`config.mk`:
```
export PLATFORM = sky130hd
export DESIGN_NAME = priority_engine
export DESIGN_NICKNAME = d
export VERILOG_FILES = /design/src/rtl/priority_engine.sv
export SDC_FILE = /design/constraint.sdc
export NUM_CORES = 1
export LEC_CHECK = 0
export ABC_CLOCK_PERIOD_IN_PS = 83800
export BUFFER_PORTS_ARGS = -buffer_cell sky130_fd_sc_hd__buf_2
export CORE_ASPECT_RATIO = 2
export CORE_MARGIN = 5
export CORE_UTILIZATION = 32
export CTS_BUF_LIST = sky130_fd_sc_hd__clkbuf_4 sky130_fd_sc_hd__clkbuf_8
export DETAILED_ROUTE_END_ITERATION = 8
export HOLD_SLACK_MARGIN = 0.03
export SYNTH_ARGS = -nofsm -noshare
export SYNTH_HDL_FRONTEND = slang
export SYNTH_SLANG_ARGS = --single-unit
```
`constraint.sdc`:
```
create_clock -name clock -period 83.8 [get_ports clock]
set_clock_uncertainty 0.15 [all_clocks]
set_input_delay 8.38 -clock clock [delete_from_list [all_inputs] [get_ports clock]]
set_output_delay 8.38 -clock clock [all_outputs]
set_load 0.05 [all_outputs]
```
`src/rtl/priority_engine.sv`:
```
// Programmable interrupt priority engine: edge/level request capture, rotating priority,
// nested in-service tracking and a two-acknowledge vector handshake.
module priority_engine #(
    parameter int NUM_IRQ = 8,
    parameter int LVL_W   = 3
) (
    input  logic               clock,
    input  logic               reset,
    input  logic [NUM_IRQ-1:0] irq_in,
    input  logic               level_mode,
    input  logic [NUM_IRQ-1:0] imr,
    input  logic               rotate_mode,
    input  logic               auto_eoi,
    input  logic               eoi_valid,
    input  logic               eoi_specific,
    input  logic [LVL_W-1:0]   eoi_level,
    input  logic               rot_set_valid,
    input  logic [LVL_W-1:0]   rot_set_level,
    input  logic               ack,
    output logic               int_out,
    output logic               vector_valid,
    output logic [LVL_W-1:0]   vector,
    output logic               spurious,
    output logic [NUM_IRQ-1:0] irr,
    output logic [NUM_IRQ-1:0] isr
);

    typedef enum logic [1:0] {IDLE, WAIT_ACK1, WAIT_ACK2} state_t;

    state_t             state;
    logic [NUM_IRQ-1:0] irq_prev;
    logic [LVL_W-1:0]   lp;
    logic [LVL_W-1:0]   lat_level;
    logic               lat_spur;

    int                 isr_rank;
    int                 isr_eoi_rank;
    int                 cand_rank;
    logic               eoi_hit;
    logic [LVL_W-1:0]   eoi_lvl_eff;
    logic [NUM_IRQ-1:0] isr_eoi;
    logic [LVL_W-1:0]   cand_lvl;
    logic               eligible;
    logic               take;
    logic               auto_clr;
    logic [NUM_IRQ-1:0] isr_next;
    logic [NUM_IRQ-1:0] irr_next;
    logic [LVL_W-1:0]   lp_next;

    // Rank 1 is the level just above lp, rank NUM_IRQ is lp itself; 0 means no bit set.
    function automatic int top_rank(input logic [NUM_IRQ-1:0] v, input logic [LVL_W-1:0] p);
        int r;
        int pos;
        r = 0;
        for (int j = 0; j < NUM_IRQ; j++) begin
            pos = ((j - int'(p) - 1 + 2 * NUM_IRQ) % NUM_IRQ) + 1;
            if (v[j] && (r == 0 || pos < r)) r = pos;
        end
        return r;
    endfunction

    function automatic logic [LVL_W-1:0] rank_to_level(input int r, input logic [LVL_W-1:0] p);
        int t;
        t = (int'(p) + r) % NUM_IRQ;
        return LVL_W'(t);
    endfunction

    function automatic logic [NUM_IRQ-1:0] onehot(input logic [LVL_W-1:0] l);
        return {{(NUM_IRQ-1){1'b0}}, 1'b1} << l;
    endfunction

    function automatic logic in_range(input logic [LVL_W-1:0] l);
        logic ok;
        ok = 1'b0;
        for (int k = 0; k < NUM_IRQ; k++) begin
            if (l == LVL_W'(k)) ok = 1'b1;
        end
        return ok;
    endfunction

    // EOI is folded into isr before the eligibility check so an EOI and a first ack
    // arriving together both take effect.
    always_comb begin
        isr_rank    = top_rank(isr, lp);
        eoi_hit     = 1'b0;
        eoi_lvl_eff = rank_to_level(isr_rank, lp);
        if (eoi_valid) begin
            if (eoi_specific) begin
                if (in_range(eoi_level)) begin
                    eoi_hit     = 1'b1;
                    eoi_lvl_eff = eoi_level;
                end
            end else if (isr_rank != 0) begin
                eoi_hit = 1'b1;
            end
        end
        isr_eoi      = eoi_hit ? (isr & ~onehot(eoi_lvl_eff)) : isr;
        isr_eoi_rank = top_rank(isr_eoi, lp);
        cand_rank    = top_rank(irr & ~imr, lp);
        cand_lvl     = rank_to_level(cand_rank, lp);
        eligible     = (cand_rank != 0) && (isr_eoi_rank == 0 || cand_rank < isr_eoi_rank);

        take     = (state == WAIT_ACK1) && ack && eligible;
        auto_clr = (state == WAIT_ACK2) && ack && auto_eoi && !lat_spur;

        isr_next = isr_eoi;
        if (take)     isr_next = isr_next | onehot(cand_lvl);
        if (auto_clr) isr_next = isr_next & ~onehot(lat_level);

        if (level_mode) irr_next = irq_in;
        else            irr_next = (irr & ~(take ? onehot(cand_lvl) : '0)) | (irq_in & ~irq_prev);

        // Explicit pointer load outranks EOI rotation, which outranks auto-EOI rotation.
        lp_next = lp;
        if (auto_clr && rotate_mode)                 lp_next = lat_level;
        if (eoi_hit && rotate_mode)                  lp_next = eoi_lvl_eff;
        if (rot_set_valid && in_range(rot_set_level)) lp_next = rot_set_level;
    end

    always_ff @(posedge clock or posedge reset) begin
        if (reset) begin
            state        <= IDLE;
            irq_prev     <= '0;
            irr          <= '0;
            isr          <= '0;
            lp           <= LVL_W'(NUM_IRQ - 1);
            int_out      <= 1'b0;
            vector_valid <= 1'b0;
            vector       <= '0;
            spurious     <= 1'b0;
            lat_level    <= '0;
            lat_spur     <= 1'b0;
        end else begin
            irq_prev     <= irq_in;
            irr          <= irr_next;
            isr          <= isr_next;
            lp           <= lp_next;
            vector_valid <= 1'b0;
            case (state)
                IDLE: begin
                    if (eligible) begin
                        state   <= WAIT_ACK1;
                        int_out <= 1'b1;
                    end
                end
                WAIT_ACK1: begin
                    if (ack) begin
                        int_out <= 1'b0;
                        state   <= WAIT_ACK2;
                        if (eligible) begin
                            lat_level <= cand_lvl;
                            lat_spur  <= 1'b0;
                        end else begin
                            lat_level <= LVL_W'(NUM_IRQ - 1);
                            lat_spur  <= 1'b1;
                        end
                    end
                end
                WAIT_ACK2: begin
                    if (ack) begin
                        vector_valid <= 1'b1;
                        vector       <= lat_level;
                        spurious     <= lat_spur;
                        state        <= IDLE;
                    end
                end
                default: state <= IDLE;
            endcase
        end
    end

endmodule
```
==> results.cfg, run 1 <==
[run_status]
status = completed

[global_route]
grt_start_max_net_pins = 40
grt_overflow = 0
antenna_found_initial = 0
grt_pass1_wl_um = 41600
grt_usage = 0.215
first_global_vias = 7724

[timing]
slew_headroom = 0.327
rsz0062_at_grt = false
setup_viol = 0
finalSetupTns_ns = 0
fin_crit_ns = 33.07
max_freq_mhz = 30.2
worstMarginPinSlew_ns = 0.996
fin_crit_sh = 0.395
timing.final.ws_setup_ns = 50.73
hold_viol = 0
final_max_slew_viol_count = 0

[logic_synthesis]
synthMuxAreaShare = 0.0747
ys_types = 102
async_reset_ff_frac = 1.00
syn-instance-count = 899
syn_avg_cell_area_um2 = 7.60
yosysTopAreaCell = ha_1
post_synth_and_or_nand_nor_area_fraction = 0.249
seq_area_frac_synth = 0.143
syn_area_um2 = 6840
synth_top_family_by_area = compound AO/OA/AOI/OAI gates
synth.area.top_cells = ha_1 (14%), dfrtp_1 (13%), a21oi_1 (6.1%)
yosysWarnings = 0
synth_xor_area_frac = 0.0141
synth_edf_count = 0
synth_fa_ha_area_frac = 0.149
synth-compound-area-share = 0.324
yosys_register_bits = 39
ys.flop_type = dfrtp_1
yosysTopAreaCellShare = 0.139

[route]
dr_total_vias = 7448
post_drt_wl_per_cell_um = 22.1
firstDrtPassIters = 5
routed_wl_um = 26900
drc = 0
dr.first_iter.drc_count = 508
drt-vias-per-instance = 6.10
drtAntennaViolNets = 0

[clocking]
cts_sinks = 39
numCtsBuffers = 5
post_cts_buffers = 0
root_buffer = clkbuf_8
ctsResizeCount = 0
clkTransAtPathRegs_ns = 0.08
htree_levels = 2
worst_skew_pair.late_latency_ns = 0.30
cts_tree = built
hold_buffers = 0
cts_max_path_buffers = 2

[min_path]
hold_path.class = register to register

[setup_path]
crit_top_cell = ha_1
crit_type = register to register
ff2ff_setup_slack_ns = 50.73
crit_start = lp[2]$_DFFE_PP1P_
cp_slowest_cell = dfstp_2
cp.arrival_ns = 33.05
crit_fanout = 24
r2r-end = irr[6]$_DFF_PP0_
end_kind = register
crit_path_max_incr_delay_ns = 0.94
worstSetupEndpoint = irr[6]$_DFF_PP0_
setup.worst_path.start_class = register
reg2reg_from = lp[2]$_DFFE_PP1P_
r2r_cells = 117
cp_data_required_time_ns = 83.78

[cells_and_area]
utilization = 0.359
final_nets = 1060
antennaDiodeCount = 0
area_growth_pct = 10.4
nFillCells = 2329
layout-drive-gt1-share = 0.151

[placed_design]
gp_congestion = 1.06
hpwl_um = 21900
port_buffers = 52
pre_cts_ws_ns = 51.42

[floorplanning]
die_w_um = 113
core_area_um2 = 21000
io_pins = 53
rows = 75
dieArea_um2 = 24600
die_h_um = 217
initial_core_util = 0.325

[job]
drv_cap = 0
-- cell type report --
class                   instances  area, µm²  area share
clock buffers                   6       76.3      0.0101
repair buffers                 65        358      0.0474
clock inverters                 2       37.5     0.00497
flip-flops and latches         39        980       0.130
inverters                      45        169      0.0224
well taps                     269        337      0.0446
multi-input cells             795       5590       0.741
-- critical path, delay by kind of cell (launching register included) --
| family | cells | cell delay, ns |
|---|---|---|
| adder cells (fa/ha/maj) | 18 | 5.85 |
| AO/OA/AOI/OAI | 50 | 12.90 |
| buffers and inverters | 3 | 0.69 |
| multiplexers | 6 | 2.08 |
| flip-flops | 1 | 0.94 |
| AND/OR/NAND/NOR | 39 | 9.94 |
| XOR/XNOR | 1 | 0.26 |
-- layout by cell type (no fill, tap or decap), types with 8 or more instances in the layout --
cell      synthesis  layout
ha_1             76      76
nor2_1           88      88
dfrtp_1          36      36
or2_2             8       8
mux2i_1          21      21
o21ai_0          51      51
nor3_1           17      17
conb_1            2      12
nor2b_1          22      22
and3_1           12      12
buf_4             4      13
buf_2             4      52
and2_1           11      11
inv_1            42      42
o211ai_1         12      12
a31oi_1          20      20
o21a_1            9       9
mux2_2           21      21
nand2_1          80      80
o31ai_1           8       8
a21o_1           10      10
nand3_1          21      21
nand2b_1         27      27
a21oi_1          83      83
-- worst min-delay path by stage --
stage,from,to,depth (start not counted)
after floorplan,lat_spur$_DFFE_PP0P_,lat_spur$_DFFE_PP0P_,2
after global placement,vector[0]$_DFFE_PP0P_,vector[0]$_DFFE_PP0P_,1
after detailed placement,vector[1]$_DFFE_PP0P_,vector[1]$_DFFE_PP0P_,1
after CTS,vector[0]$_DFFE_PP0P_,vector[0]$_DFFE_PP0P_,1
after global routing,vector[1]$_DFFE_PP0P_,vector[1]$_DFFE_PP0P_,1
final,vector[0]$_DFFE_PP0P_,vector[0]$_DFFE_PP0P_,1
-- through the flow --
stage / hold WS (ns) / instances / cell area, µm²
after floorplan: 0.324 / 909 / 6870
after global placement: 0.341 / 1213 / 7440
after detailed placement: 0.339 / 1213 / 7440
after CTS: 0.365 / 1221 / 7550
after global routing: 0.397 / 1221 / 7550
final: 0.360 / 1221 / 7550
-- layer usage --
metal  global-route usage  vias up  share of wire
li1                     -     3476              -
met4                0.170        0          0.090
met2                0.410      290           0.53
met5                    0        -              0
met1                0.204     3533           0.34
met3               0.0201      149          0.042
-- registers in the layout, summed over array words and instances (netlist names) --
register / count
lp: 3
state: 2
lat_spur: 1
vector_valid: 1
isr: 8
irr: 8
vector: 3
irq_prev: 8
int_out: 1
lat_level: 3
spurious: 1
-- Yosys cell counts, types with 8 or more instances --
library cell,count
or2_2,8
a31oi_1,20
o31ai_1,8
nor2_1,88
inv_1,42
nand2b_1,27
o211ai_1,12
a21oi_1,83
mux2_2,21
nand3_1,21
nand2_1,80
nor2b_1,22
nor3_1,17
ha_1,76
clkbuf_1,22
and3_1,12
mux2i_1,21
o21ai_0,51
a21o_1,10
and2_1,11
dfrtp_1,36
o21a_1,9
-- cell families after synthesis --
kind of cell	after synthesis
compound gates	311
xor+xnor	11
fa+ha+maj	81
buf+inv	75
flops	39
mux	46
other cells	2
simple gates	334
Power of run 1 is not shown: default switching activity piles up to over one toggle a cycle in this logic, so the estimate is an artifact.
==> run 2: changes to the inputs <==
--- a/config.mk
+++ b/config.mk
@@ -5,7 +5,7 @@
 export SDC_FILE = /design/constraint.sdc
 export NUM_CORES = 1
 export LEC_CHECK = 0
-export ABC_CLOCK_PERIOD_IN_PS = 83800
+export ABC_CLOCK_PERIOD_IN_PS = 27100
 export BUFFER_PORTS_ARGS = -buffer_cell sky130_fd_sc_hd__buf_2
 export CORE_ASPECT_RATIO = 2
 export CORE_MARGIN = 5
==> constraint.sdc (replaced) <==
create_clock -name clock -period 27.1 [get_ports clock]
set_clock_uncertainty 0.15 [all_clocks]
set_input_delay 2.71 -clock clock [delete_from_list [all_inputs] [get_ports clock]]
set_output_delay 2.71 -clock clock [all_outputs]
set_load 0.05 [all_outputs]
==> results.cfg, run 2 (synthesized netlist as in run 1, its figures left out) <==
[placed_design]
hpwl_um = 22400
gp_congestion = 1.06
port_buffers = 52

[clocking]
numCtsBuffers = 5
cts_tree = built
worst_skew_pair.late_latency_ns = 0.30
hold_buffers = 0
cts_max_path_buffers = 2
htree_levels = 2
clkTransAtPathRegs_ns = 0.08
cts_sinks = 39
root_buffer = clkbuf_8

[floorplanning]
dieArea_um2 = 24600
core_area_um2 = 21000
rows = 75
die_w_um = 113
io_pins = 53
die_h_um = 217
initial_core_util = 0.325

[timing]
fin_crit_ns = 25.67
slew_headroom = 0.165
fin_crit_sh = 0.947
hold_viol = 0
worstMarginPinSlew_ns = 1.24
finalSetupTns_ns = 0
final_max_slew_viol_count = 0
max_freq_mhz = 38.9
setup_viol = 0

[min_path]
min_from = spurious$_DFFE_PP0P_
hold_path.class = register to register

[setup_path]
crit_top_cell = ha_1
crit_path_max_incr_delay_ns = 0.68
setup.worst_path.start_class = register
cp_data_required_time_ns = 27.10
reg2reg_from = lp[0]$_DFFE_PP1P_
cp.arrival_ns = 25.67
end_kind = register
crit_fanout = 22
crit_type = register to register
crit_start = lp[0]$_DFFE_PP1P_
cp_slowest_cell = or4b_2

[route]
post_drt_wl_per_cell_um = 22.0
drtAntennaViolNets = 0
dr_total_vias = 7621
drc = 0
drt-vias-per-instance = 5.98
firstDrtPassIters = 5
dr.first_iter.drc_count = 405
routed_wl_um = 28000

[global_route]
grt_usage = 0.221
grt_overflow = 0
grt_start_max_net_pins = 40
grt_pass1_wl_um = 42100
first_global_vias = 7853
antenna_found_initial = 0

[cells_and_area]
layout-drive-gt1-share = 0.224
reg_top3 = irq_prev x8, irr x8, isr x8
final_nets = 1114
antennaDiodeCount = 0
area_growth_pct = 18.7
layout_common_cells = nor2_1 (86), a21oi_1 (81), nand2_1 (78), ha_1 (75), buf_4 (66)
layout.cells.most_common = nor2_1

[job]
drv_cap = 0

[run_status]
status = completed
run 2: cell types whose count changed in the layout (fill, tap and decap cells not counted), sizes merged:
cell,change
buf,+54
clkbuf,+1
clkinv,-1
clkinvlp,+1
bufinv,-1
run 2: layer usage:
metal	up-vias	share of wire	GRT usage
met1	3601	0.34	0.205
met2	295	0.52	0.415
met3	152	0.043	0.0262
li1	3573	-	-
met4	0	0.095	0.188
met5	-	0	0
run 2: cell type report:
| type | instances | area (µm²) |
|---|---|---|
| Fill cell | 2251 | 12900 |
| Inverter | 45 | 173 |
| Timing Repair Buffer | 119 | 776 |
| Multi-Input combinational cell | 795 | 5760 |
| Clock buffer | 7 | 83.8 |
| Sequential cell | 39 | 980 |
| Clock inverter | 1 | 7.51 |
| Tap cell | 269 | 337 |
run 2: final timing paths:
kind | slack, ns | endpoint | cells after the start
max | 1.43 | irr[6]$_DFF_PP0_ | 122
max in group asynchronous | 24.08 | state[0]$_DFFE_PP0P_ | 3
min | 0.36 | spurious$_DFFE_PP0P_ | 1
min in group asynchronous | 2.36 | irq_prev[1]$_DFF_PP0_ | 3
min reg2reg | 0.36 | spurious$_DFFE_PP0P_ | 1
max reg2reg | 1.43 | irr[6]$_DFF_PP0_ | 122
run 2: timing repair:
| item | CTS | global route |
|---|---|---|
| endpoints found under the hold margin | 0 | 0 |
| setup endpoints to repair | 0 | 22 |
| buffers inserted | 0 | 10 |
| gates resized for setup | 0 | 39 |
run 2: through the flow:
step	util	cells	cell area [µm²]	worst slack, ns	hold slack (ns)
6_report	0.386	1275	8120	1.43	0.359
5_1_grt	0.386	1275	8120	-0.0645	0.393
4_1_cts	0.374	1265	7860	0.394	0.365
3_5_place_dp	0.369	1257	7770	0.516	0.339
3_3_place_gp	0.369	1257	7770	0.988	0.341
2_1_floorplan	-	909	6870	0.203	0.324
run 2: worst max-delay path: cells and delay by family, from the launching register on:
kind            cells  cell delay (ns)
buf+inv             8             1.16
flops               1             0.59
simple gates       38             6.88
compound gates     50             9.21
fa+ha+maj          20             5.56
mux                 6             1.96
Power of run 2 is left out for the same reason.
==> run 3: changes to the inputs <==
--- a/config.mk
+++ b/config.mk
@@ -6,7 +6,7 @@
 export NUM_CORES = 1
 export LEC_CHECK = 0
 export ABC_CLOCK_PERIOD_IN_PS = 27100
-export BUFFER_PORTS_ARGS = -buffer_cell sky130_fd_sc_hd__buf_2
+export BUFFER_PORTS_ARGS = -buffer_cell sky130_fd_sc_hd__buf_4
 export CORE_ASPECT_RATIO = 2
 export CORE_MARGIN = 5
 export CORE_UTILIZATION = 32
==> results.cfg, run 3 (synthesized netlist as in run 1, its figures left out) <==
[run_status]
status = completed

[cells_and_area]
layout-drive-gt1-share = 0.243
reg_top3 = irq_prev x8, irr x8, isr x8
layout_common_cells = buf_4 (121), nor2_1 (86), nand2_1 (78), a21oi_1 (78), ha_1 (73)
layout.cells.most_common = buf_4
area_growth_pct = 23.0
final_nets = 1117
utilization = 0.400
antennaDiodeCount = 0

[timing]
fin_crit_sh = 0.954
hold_viol = 0
setup_viol = 0
worstMarginPinSlew_ns = 1.04
final_max_slew_viol_count = 0
slew_headroom = 0.301
finalSetupTns_ns = 0
max_freq_mhz = 38.7
timing.final.ws_setup_ns = 1.24
fin_crit_ns = 25.86

[setup_path]
crit_top_cell = ha_1
ff2ff_setup_slack_ns = 1.24
setup.worst_path.start_class = register
crit_path_max_incr_delay_ns = 0.69
crit_fanout = 22
crit_type = register to register
cp.arrival_ns = 25.86
cp_slowest_cell = or4b_2
end_kind = register
cp_data_required_time_ns = 27.09

[floorplanning]
core_area_um2 = 21000
initial_core_util = 0.325
io_pins = 53
die_w_um = 113
rows = 75
die_h_um = 217
dieArea_um2 = 24600

[route]
drc = 0
drt-vias-per-instance = 5.97
routed_wl_um = 28100
dr_total_vias = 7629
post_drt_wl_per_cell_um = 22.0
drtAntennaViolNets = 0
dr.first_iter.drc_count = 388
firstDrtPassIters = 5

[placed_design]
gp_congestion = 1.04
port_buffers = 52
pre_cts_ws_ns = -0.105
hpwl_um = 22500

[job]
drv_cap = 0

[clocking]
cts_tree = built
numCtsBuffers = 5
htree_levels = 2
clkTransAtPathRegs_ns = 0.09
worst_skew_pair.late_latency_ns = 0.30
hold_buffers = 0
cts_max_path_buffers = 2
root_buffer = clkbuf_8
cts_sinks = 39

[global_route]
first_global_vias = 7819
grt_usage = 0.222
grt_pass1_wl_um = 42400
antenna_found_initial = 0
grt_start_max_net_pins = 40
grt_overflow = 0

[min_path]
hold_path.class = register to register
==> run 3: cell count changes in the layout (fill, tap and decap cells not counted), sizes merged <==
cell and delta:
clkinv +1, inv +1, clkbuf -2, clkinvlp -1, buf +3, bufinv +1
==> run 3: stage by stage <==
stage / hold slack (ns) / instance area [µm²] / std cells
after floorplan: 0.324 / 6870 / 909
after global placement: 0.349 / 7870 / 1254
after detailed placement: 0.347 / 7870 / 1254
after CTS: 0.375 / 8000 / 1262
after global routing: 0.408 / 8410 / 1278
final: 0.372 / 8410 / 1278
==> run 3: worst paths after layout <==
path	from	end	cells after the start
worst min register to register	vector[0]$_DFFE_PP0P_	vector[0]$_DFFE_PP0P_	1
min in group asynchronous	reset	irq_prev[0]$_DFF_PP0_	3
max in group asynchronous	reset	irq_prev[5]$_DFF_PP0_	3
worst max register to register	lp[2]$_DFFE_PP1P_	irr[6]$_DFF_PP0_	122
worst min-delay path	vector[0]$_DFFE_PP0P_	vector[0]$_DFFE_PP0P_	1
worst max-delay path	lp[2]$_DFFE_PP1P_	irr[6]$_DFF_PP0_	122
==> run 3: what timing repair did <==
action / in CTS / in global routing
buffers inserted: 0 / 16
cloned: 0 / 0
pin swaps: 0 / 14
gates resized for setup: 2 / 60
endpoints found under the setup margin: 22 / 22
==> run 3: area by class of cell <==
class                   instances  area (µm²)
clock inverters                 3        47.5
multi-input cells             795        5880
inverters                      45         173
flip-flops and latches         39         980
repair buffers                122         928
well taps                     269         337
fillers                      2254       12600
clock buffers                   5        68.8
==> run 3: per-layer routing <==
metal / GRT usage / share of wire / up-vias
li1: - / - / 3591
met1: 0.202 / 0.32 / 3565
met2: 0.424 / 0.53 / 319
met3: 0.0254 / 0.048 / 154
met4: 0.185 / 0.097 / 0
met5: 0 / 0 / -
==> run 3: worst max-delay path, delay by kind of cell, from the launching register on <==
kind	cells	cell delay, ns
adder cells (fa/ha/maj)	20	5.83
buffers and inverters	8	1.08
flip-flops	1	0.56
AND/OR/NAND/NOR	37	7.10
AO/OA/AOI/OAI	51	8.97
multiplexers	6	1.97
Power of run 3 is left out for the same reason.
